## src/rtl/naive_bus_copy_master.sv

```systemverilog
// rtl/naive_bus_copy_master.sv - word-granular COPY/FILL DMA master on the naive_bus
//
// Purpose:
//   COPY mode reads i_len words starting at i_src_addr and writes them starting at
//   i_dst_addr, one read then one write per word. FILL mode writes i_pattern to
//   i_len words starting at i_dst_addr and never reads. i_abort stops the transfer
//   at the next safe point. Addresses are word aligned and wrap modulo 2^32.
//
// Ports:
//   clk, rst            clock, asynchronous active-high reset
//   i_start, i_fill     start strobe (honoured only when idle), mode select (1 = FILL)
//   i_src_addr          COPY source byte address, bits [1:0] ignored
//   i_dst_addr          destination byte address, bits [1:0] ignored
//   i_len, i_pattern    word count, FILL data
//   i_abort             level-sensitive stop request
//   o_busy, o_done      not-idle flag, one-cycle end-of-transfer pulse
//   o_aborted, o_words  transfer ended by abort, words written so far
//   o_rd_*/i_rd_*       naive_bus read channel (req/gnt/addr, data one cycle after gnt)
//   o_wr_*/i_wr_*       naive_bus write channel (req/gnt/addr/be/data)
module naive_bus_copy_master #(
  parameter int LEN_W = 16
) (
  input  logic             clk,
  input  logic             rst,
  input  logic             i_start,
  input  logic             i_fill,
  input  logic [31:0]      i_src_addr,
  input  logic [31:0]      i_dst_addr,
  input  logic [LEN_W-1:0] i_len,
  input  logic [31:0]      i_pattern,
  input  logic             i_abort,
  output logic             o_busy,
  output logic             o_done,
  output logic             o_aborted,
  output logic [LEN_W-1:0] o_words,
  output logic             o_rd_req,
  input  logic             i_rd_gnt,
  output logic [31:0]      o_rd_addr,
  input  logic [31:0]      i_rd_data,
  output logic             o_wr_req,
  input  logic             i_wr_gnt,
  output logic [31:0]      o_wr_addr,
  output logic [3:0]       o_wr_be,
  output logic [31:0]      o_wr_data
);

  typedef enum logic [2:0] {
    S_IDLE,
    S_RD,
    S_RDATA,
    S_WR,
    S_DONE
  } state_t;

  state_t           state_q;
  logic             fill_q;
  logic [29:0]      src_q, dst_q;      // word addresses; byte bits are always 00
  logic [29:0]      src_d, dst_d;
  logic [LEN_W-1:0] rem_q, words_q;
  logic [31:0]      data_q;            // pattern in FILL, captured read word in COPY
  logic             busy_q, done_q, aborted_q;
  logic             rd_req_q, wr_req_q;
  logic [3:0]       be_q;

  // Word increment wraps naturally at 30 bits, i.e. byte address modulo 2^32.
  assign src_d = src_q + 30'd1;
  assign dst_d = dst_q + 30'd1;

  logic unused_addr_lsbs;
  assign unused_addr_lsbs = ^{i_src_addr[1:0], i_dst_addr[1:0]};

  always_ff @(posedge clk or posedge rst) begin
    if (rst) begin
      state_q   <= S_IDLE;
      fill_q    <= 1'b0;
      src_q     <= '0;
      dst_q     <= '0;
      rem_q     <= '0;
      words_q   <= '0;
      data_q    <= '0;
      busy_q    <= 1'b0;
      done_q    <= 1'b0;
      aborted_q <= 1'b0;
      rd_req_q  <= 1'b0;
      wr_req_q  <= 1'b0;
      be_q      <= 4'h0;
    end else begin
      done_q <= 1'b0;
      unique case (state_q)
        S_IDLE: begin
          if (i_start) begin
            fill_q    <= i_fill;
            src_q     <= i_src_addr[31:2];
            dst_q     <= i_dst_addr[31:2];
            rem_q     <= i_len;
            data_q    <= i_pattern;
            words_q   <= '0;
            aborted_q <= 1'b0;
            be_q      <= 4'hF;
            busy_q    <= 1'b1;
            if (i_len == '0) begin
              state_q <= S_DONE;
              done_q  <= 1'b1;
            end else if (i_fill) begin
              state_q  <= S_WR;
              wr_req_q <= 1'b1;
            end else begin
              state_q  <= S_RD;
              rd_req_q <= 1'b1;
            end
          end
        end

        // A read granted on the abort edge has nothing left to complete on
        // our side; the returning word is simply not captured.
        S_RD: begin
          if (i_rd_gnt || i_abort) begin
            rd_req_q <= 1'b0;
            if (i_abort) begin
              state_q   <= S_DONE;
              done_q    <= 1'b1;
              aborted_q <= 1'b1;
            end else begin
              state_q <= S_RDATA;
            end
          end
        end

        S_RDATA: begin
          if (i_abort) begin
            state_q   <= S_DONE;
            done_q    <= 1'b1;
            aborted_q <= 1'b1;
          end else begin
            data_q   <= i_rd_data;
            wr_req_q <= 1'b1;
            state_q  <= S_WR;
          end
        end

        S_WR: begin
          if (i_wr_gnt) begin
            src_q   <= src_d;
            dst_q   <= dst_d;
            rem_q   <= rem_q - LEN_W'(1);
            words_q <= words_q + LEN_W'(1);
            if (i_abort || rem_q == LEN_W'(1)) begin
              wr_req_q  <= 1'b0;
              state_q   <= S_DONE;
              done_q    <= 1'b1;
              aborted_q <= i_abort;
            end else if (!fill_q) begin
              wr_req_q <= 1'b0;
              rd_req_q <= 1'b1;
              state_q  <= S_RD;
            end
            // FILL keeps wr_req high for back-to-back writes.
          end else if (i_abort) begin
            wr_req_q  <= 1'b0;
            state_q   <= S_DONE;
            done_q    <= 1'b1;
            aborted_q <= 1'b1;
          end
        end

        S_DONE: begin
          busy_q  <= 1'b0;
          state_q <= S_IDLE;
        end

        default: state_q <= S_IDLE;
      endcase
    end
  end

  assign o_busy    = busy_q;
  assign o_done    = done_q;
  assign o_aborted = aborted_q;
  assign o_words   = words_q;
  assign o_rd_req  = rd_req_q;
  assign o_rd_addr = {src_q, 2'b00};
  assign o_wr_req  = wr_req_q;
  assign o_wr_addr = {dst_q, 2'b00};
  assign o_wr_be   = be_q;
  assign o_wr_data = data_q;

endmodule

```

## config.mk

```make
export PLATFORM = sky130hd
export DESIGN_NAME = naive_bus_copy_master
export DESIGN_NICKNAME = d
export VERILOG_FILES = /design/src/rtl/naive_bus_copy_master.sv
export SDC_FILE = /design/constraint.sdc
export NUM_CORES = 1
export LEC_CHECK = 0
export ABC_AREA = 1
export CAP_MARGIN = 20
export CORE_MARGIN = 3
export CORE_UTILIZATION = 35
export CTS_CLUSTER_SIZE = 20
export DETAILED_ROUTE_END_ITERATION = 7
export PLACE_DENSITY = 0.65
export SKIP_CTS_REPAIR_TIMING = 1
export SYNTH_ARGS = -nofsm -noshare
export SYNTH_HDL_FRONTEND = slang
export SYNTH_SLANG_ARGS = --single-unit
```

## constraint.sdc

```tcl
create_clock -name clk -period 3.8 [get_ports clk]
set_input_delay 0.57 -clock clk [delete_from_list [all_inputs] [get_ports clk]]
set_output_delay 0.57 -clock clk [all_outputs]
set_load 0.02 [all_outputs]
```

==> results.ini, run 1 <==
[cts]
clock_sinks = 134
htreeDepth = 4
clock_latency_ns = 0.42
cts_tree = yes
numCtsBuffers = 17
path_clk_slew_ns = 0.06
cts_root_buffer = clkbuf_16
cts.path.max_buffers = 2

[cells_and_area]
seq_area_sq_um = 3350
multi_input_area_sq_um = 4820
nFillCells = 2504
nets = 1754
area_growth_syn_to_layout_pct = 38.7
n_antenna_cell = 0
layout_common_cells = nand2_1, clkdlybuf4s50_1, nor2_1, dfrtp_1, inv_1
drive_above_1_share_pct = 4.16
final_common_cell = nand2_1
fin_area_sq_um = 12300

[timing]
rsz0062_at_grt = no
post-route-period-util_pct = 60.9
report.final.slew_viol_count = 0
tightest_slew_ns = 0.952
setup_ws_ns = 1.48
max_freq_mhz = 432
finalHoldViolations = 0
skew_ns = 0.0122
period_minus_slack_ns = 2.32
finalSetupTns_ns = 0
slew_headroom_pct = 36.4
finalSetupViolCount = 0
holdWs_ns = 0.482

[drt]
drt_first_pass_iters = 7
vias = 9561
wl_per_cell_um = 14.8
routed_wl_um = 28700
route.detailed.drc = 0
drtAntennaViolNets = 0
drtIter0Drc = 793
vias_per_cell = 4.94

[synth]
syn_inst = 1357
synth_ff_type = dfrtp_1
ys_ff_latch = 134
yosysTopAreaCell = dfrtp_1
synth-seq-area-share_pct = 37.7
synth_top_area_share_pct = 37.7
synth.distinct_cells = 35
yosysWarnings = 0
yosys-top-cells-area = dfrtp_1, nand2_1, nor2_1
syn_area_per_cell_sq_um = 6.56
async_flop_share_pct = 100
synthesis.area_sq_um = 8900
synth_edf_count = 0

[floorplanning]
floorplan.initialDensity_pct = 36.1
core_area_sq_um = 24700
fp-row-count = 57
ioPinCount = 272
fp.dieH_um = 165
die_area_sq_um = 27400
die_w_um = 165

[place]
pre_cts_ws_ns = 1.03
dpl_cell_area_sq_um = 11800
hpwlAfterDp_um = 21400
place_congestion = 0.895
io_buffers = 263

[worst_setup_path]
startpoint_type = input pin
arrival_ns = 2.62
path_class = input pin to flop
endpoint_kind = flop
critPathMaxFanout = 50
required_ns = 4.10

[grt]
antenna_found_initial = 1
grt_start_max_net_pins = 70
grt_pass1_wl_um = 45600
globalRouteOverflowTotal = 0
grt_pass1_vias = 9136
grt_usage_pct = 20.9

[hold_path]
hold_class = flop to flop

[power]
p_per_area_nw_per_um2 = 755
max-vdd-ir-drop_uv = 363
leakage_nw = 5.53

[status]
status = finished, final reports clean

[run]
cap_violations = 0

## worst max-delay path, cell delays in order
cell,delay [ns]
clkdlybuf4s50_1,0.54
inv_1,0.05
nand3_1,0.13
nand3_2,0.69
buf_4,0.48
nand2_1,0.07
o21ai_1,0.06
## state kept, by name (all words and copies together) (netlist names)
signal / count
o_wr_req: 1
fill_q: 1
o_busy: 1
o_done: 1
o_rd_req: 1
o_aborted: 1
state_q: 3
src_q: 30
rem_q: 16
o_words: 16
o_wr_be: 1
o_wr_data: 32
dst_q: 30
## path summary, 6_finish.rpt
kind,slack (ns),to,startpoint,cells past startpoint
worst max-delay path,1.48,o_wr_data[31],i_start,7
worst min-delay path,0.48,o_rd_req,o_rd_req,2
worst max register to register,1.50,o_wr_data[31],state_q[2],8
worst min register to register,0.48,o_rd_req,o_rd_req,2
max in group asynchronous,2.30,o_wr_data[4],rst,3
min in group asynchronous,0.70,o_wr_data[15],rst,2
## cells by family (layout without fill, tap and decap cells)
kind of cell             after synthesis  count (layout)  synth area share, %
AO/OA/AOI/OAI                        172             172                 10.2
XOR/XNOR                              10              10                0.984
AND/OR/NAND/NOR                      833             833                 38.4
multiplexers                          32              32                 3.60
adder cells (fa/ha/maj)                5               5                0.703
flip-flops                           134             134                 37.7
other                                  1               4               0.0421
buffers and inverters                170             421                 8.43
## metal layers
layer | track usage, % | share of wire [%]
met5 | 0 | 0.042
met3 | 5.86 | 8.2
met4 | 5.63 | 1.7
met1 | 26.1 | 43
met2 | 35.4 | 47
## layout make-up
class,instances,share of cell area (%)
Multi-Input combinational cell,1056,39.0
Sequential cell,134,27.2
Timing Repair Buffer,276,22.4
Inverter,113,3.47
Clock buffer,17,3.44
Tap cell,324,3.28
Clock inverter,15,1.25
## stage by stage
stage / utilization, % / std cells / power [mW]
finish: 50.0 / 1935 / 9.33
global route: 50.0 / 1935 / 10.1
CTS: 50.0 / 1935 / 9.40
detailed placement: 47.7 / 1903 / 7.70
global placement: 47.7 / 1903 / 7.63
floorplan: - / 1360 / 5.80
## power breakdown
| group | total [mW] | internal [mW] | switching, mW |
|---|---|---|---|
| registers | 2.78 | 2.07 | 0.711 |
| logic | 4.89 | 2.00 | 2.90 |
| clock network | 1.66 | 0.970 | 0.686 |
| total | 9.33 | 5.03 | 4.29 |
## Yosys cell counts, drive strengths merged, types with 3 or more instances
master,n
o22ai,8
a21oi,33
inv,113
o21a,3
or2,6
clkbuf,17
mux2i,32
xor2,5
dfrtp,134
xnor2,5
nand4,24
nor3,12
nand2,462
nand3,79
ha,5
nand3b,19
nor2,231
o21ai,120
buf,40
(Power assumes the default switching activity.)
==> run 2, diff against run 1 <==
- PLACE_DENSITY: 0.65 -> unset
- clock period: 3.8 -> 2.4 ns (I/O delays scaled with it)
==> results.ini, run 2 (synthesis gave the netlist of run 1 again) <==
[cts]
cts_tree = yes
cts.path.max_buffers = 2
htreeDepth = 4
numCtsBuffers = 17
clock_latency_ns = 0.42
clock_sinks = 134
path_clk_slew_ns = 0.07
cts_root_buffer = clkbuf_16

[cells_and_area]
layout_common_cells = nand2_1, clkdlybuf4s50_1, nor2_1, dfrtp_1, inv_1
fin_area_sq_um = 12500
final_common_cell = nand2_1
drive_above_1_share_pct = 4.28
nFillCells = 2556
n_antenna_cell = 0
post-route-util_pct = 50.5
nets = 1756
area_growth_syn_to_layout_pct = 40.1
largest_reg_flops = 32

[place]
place_congestion = 0.888
io_buffers = 263
pre_cts_ws_ns = 0.316
hpwlAfterDp_um = 21200
dpl_cell_area_sq_um = 11900

[floorplanning]
core_area_sq_um = 24700
die_w_um = 165
fp.dieH_um = 165
fp-row-count = 57
die_area_sq_um = 27400
ioPinCount = 272
floorplan.initialDensity_pct = 36.1

[power]
power_mw = 15.1
power_frac_clock_pct = 18.3
p_sw_mw = 6.87
seq_power_share_pct = 29.2
p_comb_share_pct = 52.5
switching_share_pct = 45.5
p_int_mw = 8.23
max-vdd-ir-drop_uv = 602
p_per_area_nw_per_um2 = 1210
leakage_nw = 5.57

[grt]
antenna_found_initial = 1
grt_usage_pct = 20.9
grt-busiest-layer = met2
use_met1_pct = 26.9
grt_use_met3_pct = 6.06
grt_start_max_net_pins = 70
globalRouteOverflowTotal = 0
grt_pass1_vias = 9060
met2_usage_pct = 35.1
grt_pass1_wl_um = 46000

[worst_setup_path]
cp_common_cell = nand2_1
worstReg2RegEnd = src_q[18]
required_ns = 2.73
cp_top_family = simple AND/OR/NAND/NOR gates
cpPeakStageDelay_ns = 0.44
startpoint_type = flop
cp_slowest_cell = dfrtp_1
worst-path-stages = 10
critical_path_buf_inv_count = 1
rr_worst_depth = 10
r2r_setup_slack_ns = 0.45
worstPathCellList = ha_1 > nand2_1 > nor2_1 > nand2_1 > nor2_1 > nand2_1 > nor2_1 > o21ai_0 > nand2_1 > inv_1
path_class = flop to flop
arrival_ns = 2.28
endpoint_kind = flop
critPathMaxFanout = 6
rr_startpoint = src_q[0]

[drt]
wl_per_cell_um = 14.8
vias_per_cell = 4.85
drtIter0Drc = 619
drt_first_pass_iters = 5
vias = 9394
routed_wl_um = 28700
drtAntennaViolNets = 0
route.detailed.drc = 0

[status]
status = finished, final reports clean

[timing]
report.final.slew_viol_count = 0
finalSetupViolCount = 0
post-route-period-util_pct = 81.2
skew_ns = 0.0146
max_freq_mhz = 513
period_minus_slack_ns = 1.95
rsz0062_at_grt = no
setup_ws_ns = 0.450
finalHoldViolations = 0
finalSetupTns_ns = 0

[run]
cap_violations = 0

[hold_path]
hold_class = input pin to asynchronous set/reset pin

## run 2: layout make-up
type                       count  area, sq um  area share (%)
tap                          324          405            3.25
multi-input combinational   1056         4820            38.6
inverter                     113          428            3.43
sequential                   134         3350            26.9
timing repair buffer         278         2860            22.9
clock buffer                  18          439            3.52
clock inverter                14          174            1.39
## run 2: how the worst max path moves through the flow
stage,start,to,slack (ns)
floorplan,rst,dst_q[0],0.37
global placement,i_wr_gnt,dst_q[12],0.33
detailed placement,i_wr_gnt,o_words[3],0.32
CTS,src_q[0],src_q[18],0.45
global route,src_q[0],src_q[18],0.19
finish,src_q[0],src_q[18],0.45
## run 2: worst register-to-register path, cell delays in order, from the launching register on
cell	delay, ns
dfrtp_1	0.44
ha_1	0.20
nand2_1	0.07
nor2_1	0.31
nand2_1	0.24
nor2_1	0.24
nand2_1	0.10
nor2_1	0.09
o21ai_0	0.07
nand2_1	0.07
inv_1	0.03
## run 2: layer usage
layer  vias up  share of wire, %
met5         -             0.045
met4         2               1.1
met3        26               8.4
met2       317                46
met1      4245                44
li1       4804                 -
## run 2: power by group through the flow
stage	Sequential, mW	Clock [mW]	Combinational (mW)
finish	4.41	2.76	7.93
global route	4.56	2.91	8.84
CTS	4.40	2.82	7.99
detailed placement	4.42	0	7.96
global placement	4.41	0	7.87
floorplan	5.08	0	4.11
## run 2: stage by stage
stage | hold slack, ns | instances
after global placement | 0.465 | 1905
after floorplan | 0.449 | 1360
final | 0.402 | 1937
after detailed placement | 0.462 | 1905
after global routing | 0.463 | 1937
after CTS | 0.423 | 1937
==> run 3, diff against run 2 <==
- clock period: 2.4 -> 1.9 ns (I/O delays scaled with it)
==> results.ini, run 3 (synthesis gave the netlist of run 1 again) <==
[status]
status = finished, final reports clean

[cells_and_area]
area_growth_syn_to_layout_pct = 42.1
layout_common_cells = nand2_1, clkdlybuf4s50_1, nor2_1, dfrtp_1, inv_1
final_common_cell = nand2_1
nets = 1777
largest_reg_flops = 32
n_antenna_cell = 0
post-route-util_pct = 51.3
nFillCells = 2483
drive_above_1_share_pct = 5.81

[drt]
route.detailed.drc = 0
vias = 9516
vias_per_cell = 4.86
drt_first_pass_iters = 5
drtIter0Drc = 706
wl_per_cell_um = 14.7
routed_wl_um = 28700
drtAntennaViolNets = 0

[timing]
rsz0062_at_grt = no
finalSetupViolCount = 0
report.final.slew_viol_count = 0
max_freq_mhz = 547
post-route-period-util_pct = 96.3
finalHoldViolations = 0
skew_ns = 0.0147
period_minus_slack_ns = 1.83
setup_ws_ns = 0.0710

[place]
io_buffers = 263
place_congestion = 0.905
hpwlAfterDp_um = 21700
pre_cts_ws_ns = 0.0492

[worst_setup_path]
r2r_setup_slack_ns = 0.18
worstPathCellList = clkdlybuf4s50_1
cp_slowest_cell = clkdlybuf4s50_1
rr_startpoint = src_q[1]
required_ns = 1.62
path_class = flop to primary output
arrival_ns = 1.54
worst-path-stages = 1
cp-endpoint = o_rd_addr[11]
worstReg2RegEnd = src_q[18]
startpoint_type = flop
rr_worst_depth = 10
critPathLaunch = src_q[9]
critical_path_buf_inv_count = 1
endpoint_kind = primary output
cp_top_family = buffers and inverters
critPathMaxFanout = 5
cpPeakStageDelay_ns = 0.66

[power]
leakage_nw = 5.71
p_per_area_nw_per_um2 = 1510
power_mw = 19.1
max-vdd-ir-drop_uv = 806

[floorplanning]
ioPinCount = 272
die_area_sq_um = 27400
floorplan.initialDensity_pct = 36.1
fp-row-count = 57
die_w_um = 165
core_area_sq_um = 24700
fp.dieH_um = 165

[cts]
clock_sinks = 134
cts_tree = yes
cts_root_buffer = clkbuf_16
htreeDepth = 4
path_clk_slew_ns = 0.07
clock_latency_ns = 0.43
cts.path.max_buffers = 2
numCtsBuffers = 17

[grt]
globalRouteOverflowTotal = 0
grt_pass1_vias = 8850
grt_pass1_wl_um = 45700
met2_usage_pct = 33.7
antenna_found_initial = 0
grt_usage_pct = 20.9
grt_start_max_net_pins = 79
use_met1_pct = 27.9
grt_use_met3_pct = 5.79
grt-busiest-layer = met2

[run]
cap_violations = 0

[hold_path]
hold_class = input pin to asynchronous set/reset pin

## run 3: layout make-up
cell class	instances	area [sq um]	area share, %
flip-flops and latches	134	3350	26.5
multi-input cells	1056	4830	38.2
inverters	113	428	3.38
clock buffers	19	443	3.50
well taps	324	405	3.20
repair buffers	299	3070	24.3
clock inverters	13	124	0.979
## run 3: through the flow
| stage | instance area [sq um] | setup TNS, ns | hold WS [ns] | std cells |
|---|---|---|---|---|
| 2_1_floorplan | 8920 | -6.72 | 0.395 | 1360 |
| 3_3_place_gp | 12000 | 0 | 0.469 | 1923 |
| 3_5_place_dp | 12000 | 0 | 0.466 | 1923 |
| 4_1_cts | 12600 | 0 | 0.168 | 1955 |
| 5_1_grt | 12700 | 0 | 0.196 | 1958 |
| 6_report | 12700 | 0 | 0.182 | 1958 |
## run 3: where the power goes
| group | internal, mW | switching, mW | total (mW) |
|---|---|---|---|
| logic | 4.41 | 5.95 | 10.4 |
| clock network | 1.85 | 1.38 | 3.23 |
| registers | 4.14 | 1.38 | 5.52 |
## run 3: worst min-delay path by stage
stage	slack, ns	start	end
after global placement	0.47	o_wr_data[31]	o_wr_data[31]
after global routing	0.20	rst	o_wr_be[0]
after CTS	0.17	rst	o_wr_be[0]
final	0.18	rst	o_wr_be[0]
after floorplan	0.39	i_fill	fill_q
after detailed placement	0.47	o_rd_req	o_rd_req
## run 3: layer usage
metal / share of wire [%] / wire length (um)
met5: 0 / 0
met1: 44 / 12600
met3: 9.0 / 2580
met2: 46 / 13200
met4: 1.2 / 343
